## src/rtl/mem_access_pkg.sv

```systemverilog
// Shared encodings for the load/store sequencer: access sizes, FSM states, memory geometry.
// Latency: n/a (types and constants only).
// Backpressure: n/a. Optional misalignment trap is enabled by MEM_ACCESS_MISALIGN_TRAP_EN.
package mem_access_pkg;

    localparam logic [1:0] SZ_BYTE = 2'b00;
    localparam logic [1:0] SZ_HALF = 2'b01;
    localparam logic [1:0] SZ_WORD = 2'b10;

    localparam int DM_WORDS   = 32;
    localparam int DM_IDX_LSB = 2;

    typedef enum logic [2:0] {
        ST_IDLE,
        ST_READ,
        ST_CAPTURE,
        ST_WRITE,
        ST_RESP
    } state_e;

    // A half needs addr[0]==0, a word (including size 11) needs addr[1:0]==0.
    function automatic logic is_misaligned(input logic [1:0] size, input logic [1:0] off);
        logic mis;
        mis = 1'b0;
        if (size == SZ_HALF) begin
            mis = off[0];
        end else if (size[1]) begin
            mis = (off != 2'b00);
        end
        return mis;
    endfunction

endpackage

```

## src/rtl/mem_access_unit_lane_align.sv

```systemverilog
// Lane steering: extracts/extends a load lane from a memory word, or merges store data into it.
// Latency: purely combinational.
// Backpressure: none; outputs follow inputs.
module lane_align
    import mem_access_pkg::*;
(
    input  logic [1:0]  size_i,
    input  logic [1:0]  offset_i,
    input  logic        unsigned_i,
    input  logic [31:0] word_i,
    input  logic [31:0] wdata_i,
    output logic [31:0] load_o,
    output logic [31:0] merge_o
);

    logic [7:0]  byte_lane;
    logic [15:0] half_lane;
    logic        sign_bit;

    // Little-endian lane selection; halves only look at offset bit 1.
    always_comb begin
        byte_lane = word_i[7:0];
        case (offset_i)
            2'd1:    byte_lane = word_i[15:8];
            2'd2:    byte_lane = word_i[23:16];
            2'd3:    byte_lane = word_i[31:24];
            default: byte_lane = word_i[7:0];
        endcase
        half_lane = offset_i[1] ? word_i[31:16] : word_i[15:0];
    end

    // Load path: sign- or zero-extend the selected lane; size 11 behaves as a word.
    always_comb begin
        sign_bit = 1'b0;
        load_o   = word_i;
        case (size_i)
            SZ_BYTE: begin
                sign_bit = byte_lane[7] & ~unsigned_i;
                load_o   = {{24{sign_bit}}, byte_lane};
            end
            SZ_HALF: begin
                sign_bit = half_lane[15] & ~unsigned_i;
                load_o   = {{16{sign_bit}}, half_lane};
            end
            default: load_o = word_i;
        endcase
    end

    // Store path: drop the low bits of the store data into the addressed lane of the old word.
    always_comb begin
        merge_o = word_i;
        case (size_i)
            SZ_BYTE: begin
                case (offset_i)
                    2'd1:    merge_o[15:8]  = wdata_i[7:0];
                    2'd2:    merge_o[23:16] = wdata_i[7:0];
                    2'd3:    merge_o[31:24] = wdata_i[7:0];
                    default: merge_o[7:0]   = wdata_i[7:0];
                endcase
            end
            SZ_HALF: begin
                if (offset_i[1]) begin
                    merge_o[31:16] = wdata_i[15:0];
                end else begin
                    merge_o[15:0] = wdata_i[15:0];
                end
            end
            default: merge_o = wdata_i;
        endcase
    end

endmodule

```

## src/rtl/mem_access_unit.sv

```systemverilog
// Load/store sequencer to a word-wide, registered-read data memory; sub-word stores do read-modify-write.
// Latency: load 3, word store 2, byte/half store 4 cycles from accept to rsp_valid (trap: 1).
// Backpressure: req_ready only in IDLE, busy otherwise. MEM_ACCESS_MISALIGN_TRAP_EN enables misalignment aborts.
module mem_access_unit
    import mem_access_pkg::*;
#(
    parameter int DATA_W = 32,
    parameter int IDX_W  = 5
) (
    input  logic              clock,
    input  logic              reset,
    input  logic              req_valid,
    output logic              req_ready,
    input  logic              req_write,
    input  logic [1:0]        req_size,
    input  logic              req_unsigned,
    input  logic [DATA_W-1:0] req_addr,
    input  logic [DATA_W-1:0] req_wdata,
    output logic              rsp_valid,
    output logic [DATA_W-1:0] rsp_rdata,
    output logic              rsp_misaligned,
    output logic              busy,
    output logic              dm_mem_write,
    output logic              dm_mem_read,
    output logic [DATA_W-1:0] dm_address,
    output logic [DATA_W-1:0] dm_write_data,
    input  logic [DATA_W-1:0] dm_result
);

    localparam int AW = IDX_W + DM_IDX_LSB;

    state_e            state_q, state_d;
    logic [AW-1:0]     addr_q;
    logic [1:0]        size_q;
    logic              uns_q;
    logic              write_q;
    logic [DATA_W-1:0] wdata_q;
    logic [DATA_W-1:0] wword_q;
    logic [DATA_W-1:0] rdata_q;
    logic [DATA_W-1:0] load_word;
    logic [DATA_W-1:0] merge_word;
    logic              accept;
    logic              trap;
    logic              unused_addr_hi;

    // Byte addresses wrap inside the memory; the high address bits have no effect.
    assign unused_addr_hi = ^req_addr[DATA_W-1:AW];

    assign accept = (state_q == ST_IDLE) && req_valid;

`ifdef MEM_ACCESS_MISALIGN_TRAP_EN
    assign trap = is_misaligned(req_size, req_addr[1:0]);
`else
    assign trap = 1'b0;
`endif

    lane_align u_lane_align (
        .size_i     (size_q),
        .offset_i   (addr_q[1:0]),
        .unsigned_i (uns_q),
        .word_i     (dm_result),
        .wdata_i    (wdata_q),
        .load_o     (load_word),
        .merge_o    (merge_word)
    );

    // State register.
    always_ff @(posedge clock) begin
        if (!reset) begin
            state_q <= ST_IDLE;
        end else begin
            state_q <= state_d;
        end
    end

    // Next-state: word stores skip the read, misaligned accesses go straight to the response.
    always_comb begin
        state_d = state_q;
        case (state_q)
            ST_IDLE: begin
                if (req_valid) begin
                    if (trap) begin
                        state_d = ST_RESP;
                    end else if (req_write && req_size[1]) begin
                        state_d = ST_WRITE;
                    end else begin
                        state_d = ST_READ;
                    end
                end
            end
            ST_READ:    state_d = ST_CAPTURE;
            ST_CAPTURE: state_d = write_q ? ST_WRITE : ST_RESP;
            ST_WRITE:   state_d = ST_RESP;
            ST_RESP:    state_d = ST_IDLE;
            default:    state_d = ST_IDLE;
        endcase
    end

    // Outputs decoded from state; strobes are mutually exclusive by construction.
    always_comb begin
        req_ready    = 1'b0;
        dm_mem_read  = 1'b0;
        dm_mem_write = 1'b0;
        rsp_valid    = 1'b0;
        case (state_q)
            ST_IDLE:  req_ready    = 1'b1;
            ST_READ:  dm_mem_read  = 1'b1;
            ST_WRITE: dm_mem_write = 1'b1;
            ST_RESP:  rsp_valid    = 1'b1;
            default:  req_ready    = 1'b0;
        endcase
    end

    assign busy          = !req_ready;
    assign dm_address    = {{(DATA_W-IDX_W){1'b0}}, addr_q[AW-1:DM_IDX_LSB]};
    assign dm_write_data = wword_q;
    assign rsp_rdata     = rdata_q;

    // Request latch, write-word build and response data; rdata only changes on entry to RESP.
    always_ff @(posedge clock) begin
        if (!reset) begin
            addr_q  <= '0;
            size_q  <= SZ_BYTE;
            uns_q   <= 1'b0;
            write_q <= 1'b0;
            wdata_q <= '0;
            wword_q <= '0;
            rdata_q <= '0;
        end else begin
            if (accept) begin
                addr_q  <= req_addr[AW-1:0];
                size_q  <= req_size;
                uns_q   <= req_unsigned;
                write_q <= req_write;
                wdata_q <= req_wdata;
                if (trap) begin
                    rdata_q <= '0;
                end else if (req_write && req_size[1]) begin
                    wword_q <= req_wdata;
                end
            end
            if (state_q == ST_CAPTURE) begin
                if (write_q) begin
                    wword_q <= merge_word;
                end else begin
                    rdata_q <= load_word;
                end
            end
            if (state_q == ST_WRITE) begin
                rdata_q <= '0;
            end
        end
    end

`ifdef MEM_ACCESS_MISALIGN_TRAP_EN
    logic mis_q;

    // Misalignment flag, set by a trapped accept and cleared by any normal completion.
    always_ff @(posedge clock) begin
        if (!reset) begin
            mis_q <= 1'b0;
        end else if (accept && trap) begin
            mis_q <= 1'b1;
        end else if ((state_q == ST_WRITE) || ((state_q == ST_CAPTURE) && !write_q)) begin
            mis_q <= 1'b0;
        end
    end

    assign rsp_misaligned = mis_q;
`else
    assign rsp_misaligned = 1'b0;
`endif

endmodule

```

## config.mk

```make
export PLATFORM = sky130hd
export DESIGN_NAME = mem_access_unit
export DESIGN_NICKNAME = d
export VERILOG_FILES = /design/src/rtl/mem_access_pkg.sv /design/src/rtl/mem_access_unit_lane_align.sv /design/src/rtl/mem_access_unit.sv
export SDC_FILE = /design/constraint.sdc
export NUM_CORES = 1
export LEC_CHECK = 0
export ABC_AREA = 1
export CAP_MARGIN = 20
export CORE_UTILIZATION = 51
export CTS_CLUSTER_DIAMETER = 120
export CTS_CLUSTER_SIZE = 10
export DETAILED_ROUTE_END_ITERATION = 6
export GPL_TIMING_DRIVEN = 0
export PLACE_DENSITY = 0.86
export SKIP_LAST_GASP = 1
export SLEW_MARGIN = 40
export SYNTH_ARGS = -nofsm -noshare
export SYNTH_HDL_FRONTEND = slang
export SYNTH_SLANG_ARGS = --single-unit
```

## constraint.sdc

```tcl
create_clock -name clock -period 2.3 [get_ports clock]
set_input_delay 0.23 -clock clock [delete_from_list [all_inputs] [get_ports clock]]
set_output_delay 0.23 -clock clock [all_outputs]
set_load 0.03 [all_outputs]
```

-- Word-level counts from Yosys, hierarchy flattened
Index checks and enable logic that the tools add are counted.
W data, S select, Z words.
- register bits: 110
- input port bits: 103
- equal/unequal tests: 9
- multiplexer cells: 22
- bitwise operators: 5
- reductions and logical operators: 8
- operator list (cell ; count):
    $mux W32 ; 4
    $pmux W32 S2 ; 2
    $mux W16 ; 3
    $mux W8 ; 4
    $pmux W8 S3 ; 1
    $pmux W3 S4 ; 1
    $eq A3 B2 Y1 const B ; 2
    $mux W3 ; 2
    $eq A2 B1 Y1 const B ; 2
    $eq A2 B2 Y1 const B ; 2
    $mux W1 ; 4
    $eq A3 B1 Y1 const B ; 1
    $eq A3 B3 Y1 const B ; 1
    $logic_not A3 Y1 ; 1
    $not A1 Y1 ; 3
    $reduce_or A3 Y1 ; 1
    $and A1 B1 Y1 ; 2
    $logic_and A1 B1 Y1 ; 2
    $logic_not A2 Y1 ; 1
    $mux W2 ; 1
    $ne A2 B2 Y1 const B ; 1
    $reduce_and A2 Y1 ; 1
    $reduce_or A2 Y1 ; 1
    $logic_not A1 Y1 ; 1

-- Depth between registers and ports, before layout
- depth in word-level cells: 6
- depth in mapped cells: 9

-- Modules after synthesis
Synthesis repeated with hierarchy kept, for this count alone.
- cells, all modules: 1070
- area, all modules: 6675.2 um^2
- by module, submodules not included (module ; times used ; cells each ; area each (um^2) ; sequential area each (um^2)):
    mem_access_unit ; 1 ; 734 ; 5003.5 ; 2202.1
    lane_align ; 1 ; 336 ; 1671.6 ; 0.0

-- Worst setup path before layout
OpenSTA, ideal clock, no wires.
- path type: register to register
- start: register state_q[0]
- end: register state_q[1]
- setup time: 0.060 ns
- arrival: 1.381 ns
- setup slack: 0.858 ns
- cell stages (with the launch flop): 5
- buffers on the path: 0
- period minus slack after synthesis: 1.442 ns
- cell sequence: dfxtp_1 inv_1 nor3_1 o31ai_1 inv_1
- longest elaborated chain between the ends: 2
- elaborated cells between the ends (all ways): 6
- classes of those cells: eq/ne: 4; mux: 1; reduce/logical: 1
- RTL lines (element ; RTL line ; text):
    start, declared ; mem_access_unit.sv:32 ; state_e state_q, state_d;
    start signal, assigned ; mem_access_unit.sv:72 ; state_q <= state_d;
    $eq A3 B2 Y1 (tied with other cells) ; mem_access_unit.sv:79 ; case (state_q)
    $pmux W3 S4 / $ne A2 B2 Y1 (equally long branches) ; -- ;
Several ways; a longest one is shown, not always the timed one.
A chain may end at the register's enable or synchronous reset.

-- Worst setup path in the final report
- start: register state_q[0]
- end: output port dm_mem_read
- longest elaborated chain between the ends: 2
- RTL lines (element ; RTL line ; text):
    $eq A3 B1 Y1 ; mem_access_unit.sv:105 ; case (state_q)
    $mux W1 ; mem_access_unit.sv:105 ;
    end, declared ; mem_access_unit.sv:24 ; output logic dm_mem_read,
No other way between the ends.

==> results.py <==
metrics = {
    "final_layout": {
        "nNetsFinal": 1370,
        "synthToLayoutAreaGrowth_pct": 31.8,
        "layout-drive-gt1-share": 0.0825,
        "insertedDiodeCount": 0,
        "final_util": 0.693,
        "multi_input_area_um2": 3620,
        "fin_cells": 1444,
        "fillerInstances": 1175,
        "area.sequential_um2": 2200,
    },
    "cts": {
        "clock_sinks": 110,
        "h-tree-depth": 3,
        "clk_latency_ns": 0.36,
        "numCtsBuffers": 9,
        "cts_buffer_depth": 2,
        "cts_tree": "built",
        "cts-root-buf": "clkbuf_16",
        "postCtsSetupRepairBufs": 0,
        "cts_hold_buf": 0,
        "clk_pin_slew_ns": 0.08,
        "cts_resized": 0,
    },
    "place": {
        "gp_congestion": 0.988,
        "place_hpwl_mm": 19.6,
        "portBuffers": 151,
        "dp.cells": 1428,
    },
    "timing": {
        "max_freq_mhz": 494,
        "period_share": 0.880,
        "relSlewSlack": 0.562,
        "finalSetupTns_ns": 0,
        "hold_ws_ns": 0.423,
        "hold_viol_final": 0,
        "rsz0062_at_grt": "no",
        "worst_pin_slew_ns": 0.657,
        "min_period_ns": 2.02,
        "drv_slew": 0,
        "setup_viol": 0,
        "clock_skew_ns": 0.00836,
    },
    "floorplan": {
        "start_util": 0.526,
        "core-area_um2": 12700,
        "die_area_um2": 13600,
        "io_pins": 205,
        "fp-row-count": 41,
        "die_w_um": 117,
        "die_h_um": 117,
    },
    "critical_path": {
        "required_ns": 2.07,
        "cp-start-kind": "flop",
        "cpPeakStageDelay_ns": 0.73,
        "end_kind": "output pin",
        "critPathBufInv": 2,
        "critical_path_arrival_ns": 1.79,
        "crit_fanout": 4,
        "critPathTopFamily": "buffers and inverters",
        "slowest_stage": "clkdlybuf4s50_1",
        "crit_type": "reg2out",
        "worstPathCellList": "inv_1, nor3_1, clkdlybuf4s50_1",
    },
    "logic_synthesis": {
        "ys_seq_area_frac": 0.329,
        "synth.distinct_cells": 32,
        "synthesis.area_um2": 6690,
        "yosysTopAreaCell": "dfxtp_1",
        "synth-async-reset-ratio": 0,
        "synth_edf_count": 0,
        "syn-instance-count": 1078,
        "yosysMostFrequentCell": "nand2_1",
        "yosys.area.top_type_share": 0.329,
        "syn_avg_cell_area_um2": 6.20,
        "synth_warnings": 0,
        "ys_ff_latch": 110,
        "synthTopCellsByCount": "nand2_1 (292), a21oi_1 (129), o21ai_0 (117), dfxtp_1 (110), inv_1 (98)",
        "synth_flop_cell": "dfxtp_1",
        "synth_area_leaders": "dfxtp_1 (33%), nand2_1 (16%), a21oi_1 (9.7%), o21ai_0 (8.8%), nand3_1 (6.1%)",
    },
    "grt": {
        "gr-usage-all-layers": 0.372,
        "grt_pass1_vias": 6918,
        "grt_max_degree": 19,
        "antenna_found_initial": 0,
        "gr-total-overflow": 0,
        "grt_pass1_wl_mm": 37.3,
    },
    "routing": {
        "ant_nets": 0,
        "routed_wl_mm": 25.1,
        "viasPerCell": 5.56,
        "drcViolationCount": 0,
        "vias": 8029,
        "first_pass_iters": 6,
        "drtIter0Drc": 936,
        "wire_per_inst_um": 17.4,
    },
    "worst_hold_path": {
        "holdCritPathClass": "in2reg",
    },
    "power_and_ir_drop": {
        "leakage_uw": 0.00404,
        "power_density_nw_per_um2": 845,
        "power_uw": 7450,
        "irDropWorstVdd_mv": 0.677,
    },
    "run_status": {
        "outcome": "finished, final reports clean",
    },
    "run": {
        "max-cap-violations": 0,
    },
}
-- sequential cells by signal, indices dropped and copies added (netlist names) --
signal,flops
addr_q,7
wdata_q,32
uns_q,1
size_q,2
dm_write_data,32
write_q,1
state_q,3
rsp_rdata,32
-- worst reg2reg max path, cell delays in order (launching register included) --
cell and delay [ns]:
dfxtp_1 0.35, nor2_4 0.17, nand3_1 0.26, inv_2 0.23, buf_2 0.26, nand2_1 0.08, a21oi_1 0.17, a21oi_1 0.10
-- kinds of logic after synthesis --
| kind of cell | count (synthesis) | share of synthesized area |
|---|---|---|
| buffers and inverters | 205 | 0.145 |
| AO/OA/AOI/OAI | 290 | 0.231 |
| AND/OR/NAND/NOR | 472 | 0.294 |
| flip-flops | 110 | 0.329 |
| other | 1 | 0.000561 |
-- metal layers --
metal	GRT usage	vias to the layer above	share of wire
met5	0	-	0
met4	0.140	0	0.029
met3	0.0659	55	0.11
met2	0.587	491	0.45
met1	0.505	3663	0.41
li1	-	3820	-
-- area by class of cell --
class | count | share of cell area
clock inverter | 6 | 0.00781
buffer | 100 | 0.0649
tap | 172 | 0.0244
clock buffer | 10 | 0.0260
inverter | 105 | 0.0453
multi-input combinational | 790 | 0.410
sequential | 110 | 0.250
timing repair buffer | 151 | 0.171
-- through the flow --
stage          worst slack, ns  area [µm²]
3_5_place_dp            0.0986        8520
4_1_cts                  0.273        8810
5_1_grt                  0.183        8810
6_report                 0.277        8810
3_3_place_gp             0.110        8520
2_1_floorplan            0.858        6790
-- power by group --
group	internal [µW]	switching, µW
registers	2230	279
logic	1160	2170
clock network	855	761
total	4240	3210
-- final timing paths --
check | start | end | slack [ns] | cells past startpoint
hold / removal | req_wdata[12] | wdata_q[12] | 0.42 | 3
setup / recovery | state_q[0] | dm_mem_read | 0.28 | 3
setup reg to reg | state_q[2] | rsp_rdata[8] | 0.56 | 7
hold reg to reg | rsp_rdata[2] | rsp_rdata[2] | 0.46 | 2
-- cell usage in the layout, fill, tap and decap left out, types with 4 or more instances in the layout --
master             n
dfxtp_1          110
nand2_1          292
buf_2             27
o21ai_0          117
o21ai_1            6
clkbuf_16          9
inv_1             98
inv_2              4
clkbuf_1          30
o211ai_1          18
clkdlybuf4s50_1  151
buf_4             39
conb_1            28
nand3_1           82
a21oi_1          129
nor2_1            78
o21a_1            16
No activity file was read; power rests on OpenSTA's default activity.
